**config.mk**
```make
export PLATFORM = sky130hd
export DESIGN_NAME = hex_scan_display
export DESIGN_NICKNAME = d
export VERILOG_FILES = /design/src/rtl/hex_disp_pkg.sv /design/src/rtl/seg7_hex_lut.sv /design/src/rtl/hex_scan_display.sv
export SDC_FILE = /design/constraint.sdc
export NUM_CORES = 1
export LEC_CHECK = 0
export BUFFER_PORTS_ARGS = -buffer_cell sky130_fd_sc_hd__buf_2
export CAP_MARGIN = 25
export CELL_PAD_IN_SITES_DETAIL_PLACEMENT = 0
export CELL_PAD_IN_SITES_GLOBAL_PLACEMENT = 1
export CORE_MARGIN = 2
export CORE_UTILIZATION = 47
export DETAILED_ROUTE_END_ITERATION = 10
export PLACE_DENSITY_LB_ADDON = 0.1
export SETUP_SLACK_MARGIN = 0.3
export SLEW_MARGIN = 20
export SYNTH_ARGS = -nofsm -noshare
export SYNTH_HDL_FRONTEND = slang
export SYNTH_SLANG_ARGS = --single-unit
export TNS_END_PERCENT = 50
```
**constraint.sdc**
```tcl
create_clock -name clk -period 4.55 [get_ports clk]
set_input_delay 0.2275 -clock clk [delete_from_list [all_inputs] [get_ports clk]]
set_output_delay 0.2275 -clock clk [all_outputs]
set_load 0.01 [all_outputs]
```
**src/rtl/hex_disp_pkg.sv**
```systemverilog
// Shared constants and helpers for the multiplexed hexadecimal 7-segment driver.
// Segment bits are active-high here; the top inverts them for the pins.
package hex_disp_pkg;

  localparam int MAX_DIGITS = 8;

  localparam logic [7:0] SEG_OFF = 8'hFF;

  localparam logic ANODE_OFF = 1'b1;

  // Segment order is {g,f,e,d,c,b,a}.
  localparam logic [6:0] SEG_HEX [16] = '{
    7'h3F, 7'h06, 7'h5B, 7'h4F, 7'h66, 7'h6D, 7'h7D, 7'h07,
    7'h7F, 7'h6F, 7'h77, 7'h7C, 7'h39, 7'h5E, 7'h79, 7'h71
  };

  // A single-digit display still needs a one-bit index register.
  function automatic int idx_width(input int n_digits);
    return (n_digits <= 1) ? 1 : $clog2(n_digits);
  endfunction

  function automatic logic anode_bit(input int pos, input int sel, input logic lit);
    return (lit && (pos == sel)) ? ~ANODE_OFF : ANODE_OFF;
  endfunction

endpackage

```
**src/rtl/seg7_hex_lut.sv**
```systemverilog
// Combinational hex nibble to active-high 7-segment pattern.
module seg7_hex_lut
  import hex_disp_pkg::*;
(
  input  logic [3:0] nibble,
  output logic [6:0] seg
);

  assign seg = SEG_HEX[nibble];

endmodule

```
**src/rtl/hex_scan_display.sv**
```systemverilog
// Multiplexed N-digit hex display driver: slot scan, frame-aligned double buffer,
// leading-zero blanking, per-digit enables and PWM dimming with registered pins.
module hex_scan_display
  import hex_disp_pkg::*;
#(
  parameter int N_DIGITS    = 4,
  parameter int REFRESH_DIV = 100000,
  parameter int DIM_BITS    = 4
) (
  input  logic                  clk,
  input  logic                  reset,
  input  logic [4*N_DIGITS-1:0] data,
  input  logic                  load,
  input  logic [N_DIGITS-1:0]   dp,
  input  logic [N_DIGITS-1:0]   digit_en,
  input  logic                  blank_lz,
  input  logic [DIM_BITS-1:0]   brightness,
  output logic [N_DIGITS-1:0]   anode,
  output logic [7:0]            catode,
  output logic                  frame_done
);

  localparam int IDX_W  = idx_width(N_DIGITS);
  localparam int SLOT_W = $clog2(REFRESH_DIV);
  localparam logic [SLOT_W-1:0] SLOT_LAST = SLOT_W'(REFRESH_DIV - 1);
  localparam logic [IDX_W-1:0]  IDX_LAST  = IDX_W'(N_DIGITS - 1);

  logic [SLOT_W-1:0]     slot_cnt;
  logic [IDX_W-1:0]      idx;
  logic [DIM_BITS-1:0]   pwm_cnt;

  logic [4*N_DIGITS-1:0] pend_data;
  logic [N_DIGITS-1:0]   pend_dp;
  logic                  pend_valid;
  logic [4*N_DIGITS-1:0] act_data;
  logic [N_DIGITS-1:0]   act_dp;

  logic                  slot_end;
  logic                  frame_wrap;

  logic [N_DIGITS-1:0]   lz_blank;
  logic                  nonzero_above;
  logic [3:0]            cur_nib;
  logic                  cur_dp;
  logic [6:0]            cur_seg;
  logic                  pwm_on;
  logic                  lit;
  logic [N_DIGITS-1:0]   anode_next;
  logic [7:0]            catode_next;

  assign slot_end   = (slot_cnt == SLOT_LAST);
  assign frame_wrap = slot_end && (idx == IDX_LAST);

  always_ff @(posedge clk) begin
    if (reset) begin
      slot_cnt <= '0;
      idx      <= '0;
      pwm_cnt  <= '0;
    end else begin
      pwm_cnt <= pwm_cnt + DIM_BITS'(1);
      if (slot_end) begin
        slot_cnt <= '0;
        idx      <= (idx == IDX_LAST) ? '0 : idx + IDX_W'(1);
      end else begin
        slot_cnt <= slot_cnt + SLOT_W'(1);
      end
    end
  end

  // Active only changes at the frame wrap, so a frame is never drawn from two values.
  always_ff @(posedge clk) begin
    if (reset) begin
      pend_data  <= '0;
      pend_dp    <= '0;
      pend_valid <= 1'b0;
      act_data   <= '0;
      act_dp     <= '0;
    end else if (load && frame_wrap) begin
      act_data   <= data;
      act_dp     <= dp;
      pend_valid <= 1'b0;
    end else begin
      if (frame_wrap && pend_valid) begin
        act_data   <= pend_data;
        act_dp     <= pend_dp;
        pend_valid <= 1'b0;
      end
      if (load) begin
        pend_data  <= data;
        pend_dp    <= dp;
        pend_valid <= 1'b1;
      end
    end
  end

  // Walk from the most significant digit down; a digit stays blank until something shows above or at it.
  always_comb begin
    nonzero_above = 1'b0;
    lz_blank      = '0;
    for (int i = N_DIGITS - 1; i >= 0; i--) begin
      nonzero_above = nonzero_above | (act_data[4*i +: 4] != 4'h0) | act_dp[i];
      lz_blank[i]   = (i != 0) && !nonzero_above;
    end
  end

  assign cur_nib = act_data[{idx, 2'b00} +: 4];
  assign cur_dp  = act_dp[idx];
  assign pwm_on  = (pwm_cnt <= brightness);
  assign lit     = digit_en[idx] && pwm_on && !(blank_lz && lz_blank[idx]);

  seg7_hex_lut u_lut (
    .nibble (cur_nib),
    .seg    (cur_seg)
  );

  always_comb begin
    anode_next = '0;
    for (int i = 0; i < N_DIGITS; i++) begin
      anode_next[i] = anode_bit(i, int'(idx), lit);
    end
    catode_next = lit ? ~{cur_dp, cur_seg} : SEG_OFF;
  end

  always_ff @(posedge clk) begin
    if (reset) begin
      anode      <= {N_DIGITS{ANODE_OFF}};
      catode     <= SEG_OFF;
      frame_done <= 1'b0;
    end else begin
      anode      <= anode_next;
      catode     <= catode_next;
      frame_done <= frame_wrap;
    end
  end

endmodule

```
==> flow_metrics.py, run 1 <==
metrics = {
    "run": {
        "drv_cap": 0,
    },
    "sta": {
        "maxSlewViolCount": 0,
        "post-route-period-util": 0.6139,
        "finalSetupViolCount": 0,
        "final_hold_viol_count": 0,
        "skew_ns": 0.01135,
        "rsz0062_at_grt": "no",
        "worstMarginPinSlew_ns": 0.9767,
        "max-slew-margin-rel": 0.3489,
        "setup_tns_ns": 0,
        "min_period_ns": 2.793,
        "whs_ns": 0.1278,
        "max_freq_mhz": 358.0,
    },
    "yosys": {
        "synth_top_area_frac": 0.4377,
        "synth-main-ff-cell": "dfxtp_1",
        "synthTopCellsByCount": "dfxtp_1, nand2_1, nor2_1",
        "synth_cells": 405,
        "synth_edf_count": 0,
        "syn_area_per_cell_sq_um": 8.697,
        "yosys_register_bits": 77,
        "synth_fp_nets": 452,
        "ys_seq_area_frac": 0.4377,
        "yosysTopAreaCell": "dfxtp_1",
        "synthTopCellsByArea": "dfxtp_1, nand2_1, ha_1",
        "synth_warnings": 0,
        "synthArstFlopShare": 0,
        "synth_area_sq_um": 3522,
        "synth_cell_types": 43,
    },
    "floorplan": {
        "num_rows": 31,
        "dieArea_sq_um": 8202,
        "dieHeight_um": 90.57,
        "ioPinCount": 45,
        "initial_core_util": 0.4856,
        "coreArea_sq_um": 7253,
        "die_x_um": 90.57,
    },
    "clocking": {
        "cts_made_buffers": 9,
        "cts_hold_buf": 0,
        "tritoncts": "yes",
        "clock-sinks": 77,
        "path_clk_slew_ns": 0.08,
        "cts_resized": 0,
        "post_cts_buffers": 0,
        "clk_latency_ns": 0.34,
        "clockBufferDepth": 2,
        "htreeDepth": 3,
        "clockRootBuffer": "clkbuf_8",
    },
    "detailed_routing": {
        "wl_um": 7512,
        "dr_wl_met2_um": 3166,
        "top_layer_used": "met4",
        "routed_via_density": 5.283,
        "drtAntennaViolNets": 0,
        "routed-wl-met3_um": 285,
        "drt_iter0_markers": 156,
        "drc_errors": 0,
        "wl_met1_um": 3967,
        "wl_per_cell_um": 13.96,
        "vias": 2842,
        "drt_pass1_iterations": 4,
    },
    "place": {
        "io_buffers": 44,
        "place_congestion": 0.8436,
        "hpwl_um": 5135,
        "dpl_cell_area_sq_um": 3751,
    },
    "pwr": {
        "intPower_uw": 1092,
        "power_leakage_uw": 0.001552,
        "power_density_nw_per_um2": 351.6,
        "seqPwrFrac": 0.503,
        "power.net_switching_uw": 307.6,
        "totalPowerFinal_uw": 1399,
        "clockPowerShare": 0.431,
        "ir_drop_v": 0.0002430,
        "combPwrFrac": 0.066,
        "swShare": 0.2199,
    },
    "setup_path": {
        "arrival_ns": 2.98,
        "critPathLaunchType": "register",
        "cp_max_fo": 20,
        "cp-startpoint": "slot_cnt[8]",
        "r2r_end": "act_data[6]",
        "r2r_start": "slot_cnt[8]",
        "cp-end-kind": "register",
        "crit_required_ns": 4.74,
        "reg2reg_slack_ns": 1.76,
        "critPathKind": "reg2reg",
        "critPathCapture": "act_data[6]",
        "ff2ff_path_depth": 5,
    },
    "layout": {
        "fill_cells": 677,
        "n_antenna_cell": 0,
        "multi_input_area_sq_um": 1824,
        "final-seq-area_sq_um": 1541,
        "drive_above_1_share": 0.1663,
        "finalNetCount": 482,
        "area_growth_pct": 12.97,
        "design_area_sq_um": 3979,
    },
    "global_route": {
        "overflow": 0,
        "grt_max_degree": 52,
        "grt_pass1_vias": 2759,
        "antenna_found_initial": 0,
        "grt_util_all_layers": 0.1967,
        "grt_first_pass_wirelength_um": 13200,
    },
    "outcome": {
        "status": "finished, final reports clean",
    },
    "min_path": {
        "hold_path_class": "in2reg",
    },
}
## routing by layer
metal / global-route usage / vias to the layer above
met1: 0.2931 / 1313
met5: 0 / -
met4: 0.07308 / 0
li1: - / 1465
met2: 0.2811 / 56
met3: 0.03673 / 8
## area by class of cell
type,instances,area share
Clock buffer,10,0.03208
Clock inverter,5,0.02516
Inverter,9,0.008491
Multi-Input combinational cell,293,0.4585
Sequential cell,77,0.3874
Tap cell,99,0.03113
Timing Repair Buffer,45,0.05723
## power groups by stage
stage | Combinational [uW] | Clock [uW] | Sequential (uW)
finish | 92.0 | 603 | 704
global route | 107 | 644 | 707
CTS | 93.2 | 614 | 704
detailed placement | 93.1 | 0 | 720
global placement | 92.0 | 0 | 720
floorplan | 60.8 | 0 | 719
## flip-flops by register name (all words and copies together) (netlist names)
signal      flops
act_data       16
act_dp          4
anode           4
catode          8
frame_done      1
idx             2
pend_data      16
pend_dp         4
pend_valid      1
pwm_cnt         4
slot_cnt       17
## metrics by stage
stage,util,instances,setup WS [ns]
finish,0.5486,538,1.757
global route,0.5486,538,1.420
CTS,0.5486,538,1.750
detailed placement,0.5172,523,1.766
global placement,0.5163,523,1.853
floorplan,-,405,2.511
## critical path, stage by stage, from the launching register on
cell and delay, ns:
dfxtp_1 0.34, or4_1 0.54, nor4_1 0.49, nand4b_1 0.78
a22oi_1 0.43, nor2_1 0.06
## placed cells by master, fill, tap and decap left out, types with 2 or more instances in the layout
cell / n
nand2b_1: 3
a22oi_1: 22
nor4_1: 3
and3_1: 3
o211ai_1: 2
dfxtp_1: 77
nor2_1: 49
nand2_1: 77
buf_2: 44
bufinv_16: 3
and4_1: 3
nand3_1: 9
a21oi_2: 3
xnor2_1: 9
nor3_1: 6
or4_1: 3
ha_1: 15
and2_1: 2
xor2_1: 8
nor2b_1: 7
clkbuf_8: 9
a22o_1: 12
mux4_2: 6
a21oi_1: 24
nand4b_1: 2
inv_1: 9
clkinv_2: 2
nand4_1: 3
o21ai_0: 10
## worst min-delay path by stage
| stage | to | startpoint | slack, ns | cells past startpoint |
|---|---|---|---|---|
| 6_report | pend_data[2] | data[2] | 0.13 | 3 |
| 3_5_place_dp | slot_cnt[0] | slot_cnt[0] | 0.44 | 1 |
| 3_3_place_gp | slot_cnt[0] | slot_cnt[0] | 0.43 | 1 |
| 4_1_cts | pend_data[2] | data[2] | 0.11 | 3 |
| 5_1_grt | pend_dp[1] | dp[1] | 0.14 | 3 |
| 2_1_floorplan | pend_data[0] | data[0] | 0.36 | 2 |
## kinds of logic (layout without fill, tap and decap cells)
family | Yosys count | in the layout | synth area share
muxes | 7 | 7 | 0.04156
buffers and inverters | 35 | 69 | 0.04618
adders and majority gates | 15 | 15 | 0.05329
xor gates and xnor gates | 17 | 17 | 0.04228
AOI/OAI and AO/OA | 81 | 81 | 0.1595
DFF | 77 | 77 | 0.4377
and+or+nand+nor | 173 | 173 | 0.2195
No activity file was read; power rests on OpenSTA's default activity.
==> inputs of run 2 (changes only) <==
--- a/config.mk
+++ b/config.mk
@@ -10,7 +10,7 @@
 export CELL_PAD_IN_SITES_DETAIL_PLACEMENT = 0
 export CELL_PAD_IN_SITES_GLOBAL_PLACEMENT = 1
 export CORE_MARGIN = 2
-export CORE_UTILIZATION = 47
+export CORE_UTILIZATION = 39
 export DETAILED_ROUTE_END_ITERATION = 10
 export PLACE_DENSITY_LB_ADDON = 0.1
 export SETUP_SLACK_MARGIN = 0.3
==> constraint.sdc (replaced) <==
create_clock -name clk -period 2.5 [get_ports clk]
set_input_delay 0.125 -clock clk [delete_from_list [all_inputs] [get_ports clk]]
set_output_delay 0.125 -clock clk [all_outputs]
set_load 0.01 [all_outputs]
==> run 2 against run 1 <==
Final area is 2.1% higher; maximum frequency is 30% higher; power is 73% higher; clock power is 60% higher; final cell count is 3.7% higher; via count is 2.5% higher; count of clock-buffer cells in the layout stayed put; global-route usage is 2.3 points lower; non-clock buffer count is 10 higher; utilization is 8.3 points lower; setup slack worse by 1.4 ns; highest routed layer unchanged.
==> flow_metrics.py, run 2 (synthesis results as in run 1) <==
metrics = {
    "outcome": {
        "status": "finished, final reports clean",
    },
    "detailed_routing": {
        "vias": 2912,
        "routed_via_density": 5.219,
        "drtAntennaViolNets": 0,
        "drc_errors": 0,
        "drt_pass1_iterations": 4,
        "drt_iter0_markers": 88,
        "wl_um": 8174,
        "wl_per_cell_um": 14.65,
    },
    "clocking": {
        "clockRootBuffer": "clkbuf_8",
        "clk_latency_ns": 0.36,
        "htreeDepth": 3,
        "cts_made_buffers": 9,
        "path_clk_slew_ns": 0.08,
        "clockBufferDepth": 2,
        "clock-sinks": 77,
        "post_cts_buffers": 0,
        "cts_resized": 0,
        "tritoncts": "yes",
        "cts_hold_buf": 0,
    },
    "global_route": {
        "grt_pass1_vias": 2771,
        "grt_util_all_layers": 0.1736,
        "grt_max_degree": 33,
        "grt_first_pass_wirelength_um": 13570,
        "antenna_found_initial": 0,
        "overflow": 0,
    },
    "pwr": {
        "ir_drop_v": 0.0002900,
        "power_leakage_uw": 0.001568,
        "power_density_nw_per_um2": 595.6,
    },
    "setup_path": {
        "arrival_ns": 2.44,
        "critPathKind": "reg2reg",
        "crit_required_ns": 2.79,
        "ff2ff_path_depth": 6,
        "critPathLaunchType": "register",
        "cp_common_cell": "or4_4",
        "slowest_delay_ns": 0.56,
        "crit_slowest_cell": "or4_4",
        "path_cells": "or4_4 > or4_4 > o31ai_4 > buf_12 > nand2_1 > a21oi_1",
        "cp-end-kind": "register",
        "cp_max_fo": 20,
    },
    "layout": {
        "final_cell_mix": "nand2_1, dfxtp_1, nor2_1",
        "finalNonFillerCells": 558,
        "final-seq-area_sq_um": 1541,
        "fill_cells": 898,
        "reg_top3": "slot_cnt (17), act_data (16), pend_data (16)",
        "n_antenna_cell": 0,
        "multi_input_area_sq_um": 1828,
        "drive_above_1_share": 0.1933,
        "area_growth_pct": 15.31,
        "regMostFlops": "slot_cnt",
        "largest_reg_flops": 17,
        "finalNetCount": 492,
    },
    "floorplan": {
        "num_rows": 34,
        "dieHeight_um": 99.03,
        "coreArea_sq_um": 8721,
        "ioPinCount": 45,
        "initial_core_util": 0.4039,
        "dieArea_sq_um": 9807,
        "die_x_um": 99.03,
    },
    "place": {
        "hpwl_um": 5526,
        "dp.cells": 542,
        "io_buffers": 44,
        "place_congestion": 0.7805,
    },
    "run": {
        "drv_cap": 0,
    },
    "min_path": {
        "hold_depth": 3,
        "hold_path_class": "in2reg",
    },
    "sta": {
        "max-slew-margin-rel": 0.6082,
        "rsz0062_at_grt": "yes",
        "final_hold_viol_count": 0,
        "maxSlewViolCount": 0,
        "post-route-period-util": 0.8603,
        "worstMarginPinSlew_ns": 0.5877,
        "setup_tns_ns": 0,
        "skew_ns": 0.008821,
        "whs_ns": 0.01114,
        "finalSetupViolCount": 0,
        "max_freq_mhz": 465.0,
        "min_period_ns": 2.151,
    },
}
-- run 2: worst paths after layout --
kind                                  start             to  slack, ns
worst min-delay path                data[6]   pend_data[6]       0.01
worst max-delay path            slot_cnt[8]  pend_data[14]       0.35
worst max register to register  slot_cnt[8]  pend_data[14]       0.35
worst min register to register   pend_dp[3]     pend_dp[3]       0.46
-- run 2: worst max-delay path: cells and delay by family, from the launching register on --
| kind | cells | cell delay (ns) |
|---|---|---|
| flops | 1 | 0.35 |
| compound gates | 2 | 0.44 |
| buf+inv | 1 | 0.19 |
| simple gates | 3 | 1.09 |
-- run 2: report_power, final --
part           switching, uW  internal, uW  leakage (uW)
clock network            477           484     0.0000943
logic                   98.9          76.8      0.000846
registers               21.0          1260      0.000628
total                    597          1820       0.00157
-- run 2: metrics by stage --
step	area (sq um)	power, uW	utilization	setup slack (ns)
finish	4061	2419	0.4657	0.3494
floorplan	3522	1419	-	0.4611
CTS	4044	2447	0.4637	0.3301
global placement	3844	1484	0.4407	0.3504
global route	4061	2544	0.4657	0.2718
detailed placement	3844	1489	0.4407	0.3356
-- run 2: metal layers --
layer / track usage / wire (um) / part of all wire
met5: 0 / 0 / 0
met4: 0.05690 / 104 / 0.013
met2: 0.2682 / 3631 / 0.44
met1: 0.2394 / 4064 / 0.50
met3: 0.04184 / 374 / 0.046
-- run 2: area by class of cell --
class / instances / share of cell area
Clock inverter: 6 / 0.01540
Clock buffer: 10 / 0.03389
Multi-Input combinational cell: 293 / 0.4501
Tap cell: 108 / 0.03327
Inverter: 9 / 0.008318
Sequential cell: 77 / 0.3795
Timing Repair Buffer: 55 / 0.07948
==> inputs of run 3 (changes only) <==
--- a/config.mk
+++ b/config.mk
@@ -10,7 +10,7 @@
 export CELL_PAD_IN_SITES_DETAIL_PLACEMENT = 0
 export CELL_PAD_IN_SITES_GLOBAL_PLACEMENT = 1
 export CORE_MARGIN = 2
-export CORE_UTILIZATION = 39
+export CORE_UTILIZATION = 47
 export DETAILED_ROUTE_END_ITERATION = 10
 export PLACE_DENSITY_LB_ADDON = 0.1
 export SETUP_SLACK_MARGIN = 0.3
==> constraint.sdc (replaced) <==
create_clock -name clk -period 2.55 [get_ports clk]
set_input_delay 0.1275 -clock clk [delete_from_list [all_inputs] [get_ports clk]]
set_output_delay 0.1275 -clock clk [all_outputs]
set_load 0.01 [all_outputs]
==> run 3 against run 2 <==
Count of clock-buffer cells in the layout is 2 higher; sequential cell count is the same; hold slack gained 0.0083 ns; die area shrank 16%; combinational power rose by 5%; non-clock buffer count rose by 3; final area is 0.68% higher; utilization rose by 9.8 points; critical path type unchanged.
==> flow_metrics.py, run 3 (synthesis results as in run 1) <==
metrics = {
    "outcome": {
        "status": "finished, final reports clean",
    },
    "detailed_routing": {
        "drtAntennaViolNets": 0,
        "drt_pass1_iterations": 4,
        "routed_via_density": 5.281,
        "drt_iter0_markers": 140,
        "wl_um": 7892,
        "wl_per_cell_um": 14.30,
        "vias": 2915,
        "drc_errors": 0,
    },
    "setup_path": {
        "crit_required_ns": 2.82,
        "crit_slowest_cell": "or4_1",
        "cp-end-kind": "register",
        "r2r_start": "slot_cnt[8]",
        "arrival_ns": 2.43,
        "reg2reg_slack_ns": 0.39,
        "cp_max_fo": 10,
        "path_cells": "or4_1 > or4_4 > o31ai_4 > buf_4 > clkbuf_16 > nand2_1 > a21oi_1",
        "r2r_end": "pend_dp[1]",
        "critPathLaunchType": "register",
        "critPathKind": "reg2reg",
        "ff2ff_path_depth": 7,
        "slowest_delay_ns": 0.54,
    },
    "sta": {
        "final_hold_viol_count": 0,
        "max-slew-margin-rel": 0.6311,
        "finalSetupViolCount": 0,
        "rsz0062_at_grt": "no",
        "max_freq_mhz": 463.3,
        "setup_tns_ns": 0,
        "fin_ws_ns": 0.3915,
        "maxSlewViolCount": 0,
        "skew_ns": 0.01262,
        "worstMarginPinSlew_ns": 0.5534,
        "post-route-period-util": 0.8465,
        "min_period_ns": 2.158,
    },
    "pwr": {
        "power_leakage_uw": 0.001615,
        "power_density_nw_per_um2": 576.5,
        "seqPwrFrac": 0.533,
        "swShare": 0.2382,
        "power.net_switching_uw": 561.5,
        "ir_drop_v": 0.0003055,
        "clockPowerShare": 0.389,
        "intPower_uw": 1796,
        "combPwrFrac": 0.078,
    },
    "global_route": {
        "grt_util_all_layers": 0.1972,
        "grt_max_degree": 51,
        "overflow": 0,
        "antenna_found_initial": 0,
        "grtUsageMet3": 0.03172,
        "grt.busiest_layer": "met2",
        "use_met1": 0.2847,
        "grt_first_pass_wirelength_um": 13110,
        "grt_use_met2": 0.2948,
        "grt_pass1_vias": 2731,
    },
    "floorplan": {
        "dieHeight_um": 90.57,
        "ioPinCount": 45,
        "dieArea_sq_um": 8202,
        "num_rows": 31,
        "die_x_um": 90.57,
        "initial_core_util": 0.4856,
        "coreArea_sq_um": 7253,
    },
    "min_path": {
        "hold_path_class": "in2reg",
        "hold_end": "pend_data[10]",
        "min-delay-start": "data[10]",
        "hold_depth": 3,
    },
    "clocking": {
        "clockRootBuffer": "clkbuf_8",
        "cts_made_buffers": 9,
        "clock-sinks": 77,
        "path_clk_slew_ns": 0.08,
        "tritoncts": "yes",
        "clk_latency_ns": 0.35,
        "htreeDepth": 3,
        "clockBufferDepth": 2,
    },
    "place": {
        "io_buffers": 44,
        "place_congestion": 0.8860,
        "hpwl_um": 5360,
        "pre_cts_ws_ns": 0.2396,
    },
    "layout": {
        "drive_above_1_share": 0.1965,
        "final_cell_mix": "nand2_1, dfxtp_1, nor2_1",
        "regMostFlops": "slot_cnt",
        "n_antenna_cell": 0,
        "finalNetCount": 495,
        "largest_reg_flops": 17,
        "reg_top3": "slot_cnt (17), act_data (16), pend_data (16)",
        "area_growth_pct": 16.09,
        "final_common_cell": "nand2_1",
    },
    "run": {
        "drv_cap": 0,
    },
}
run 3: area by class of cell:
type / instances / area, sq um
fill: 705 / 3164
inverter: 9 / 33.78
multi-input combinational: 293 / 1827
sequential: 77 / 1544
clock buffer: 12 / 145.1
clock inverter: 4 / 47.55
timing repair buffer: 58 / 367.9
tap: 99 / 123.9
run 3: what timing repair did:
item,in CTS,in global routing
pin swaps,0,1
hold buffers,0,0
cloned,0,2
setup endpoints to repair,20,20
resized for setup,1,5
setup buffers,0,1
run 3: how the worst max path moves through the flow:
stage | cells past startpoint | start | end
after CTS | 5 | slot_cnt[8] | pend_data[3]
after floorplan | 6 | slot_cnt[8] | pend_data[3]
final | 7 | slot_cnt[8] | pend_dp[1]
after global routing | 7 | slot_cnt[8] | act_data[6]
after detailed placement | 5 | slot_cnt[8] | pend_data[3]
after global placement | 5 | slot_cnt[8] | pend_data[4]
run 3: power groups by stage:
stage,Clock [uW],Combinational [uW],Sequential (uW)
global route,983,209,1260
finish,916,185,1260
CTS,938,173,1260
detailed placement,0,173,1290
global placement,0,168,1280
floorplan,0,108,1280
run 3: per-layer routing:
metal | share of wire | wire, um | vias up
li1 | - | - | 1485
met1 | 0.51 | 4026 | 1343
met2 | 0.42 | 3352 | 78
met3 | 0.050 | 394 | 9
met4 | 0.015 | 119 | 0
met5 | 0 | 0 | -
run 3: stage by stage:
stage	cells	util	hold WS (ns)	total power [uW]	area (sq um)
detailed placement	533	0.5267	0.3875	1458	3820
CTS	549	0.5534	0.01257	2368	4014
global placement	533	0.5267	0.3818	1453	3820
floorplan	405	-	0.2635	1391	3522
global route	552	0.5637	0.02822	2453	4089
finish	552	0.5637	0.01946	2357	4089
run 3: critical path: cells and delay by family (launching register included):
| family | cells | cell delay (ns) |
|---|---|---|
| AOI/OAI and AO/OA | 2 | 0.32 |
| buffers and inverters | 2 | 0.35 |
| DFF | 1 | 0.34 |
| and+or+nand+nor | 3 | 1.07 |
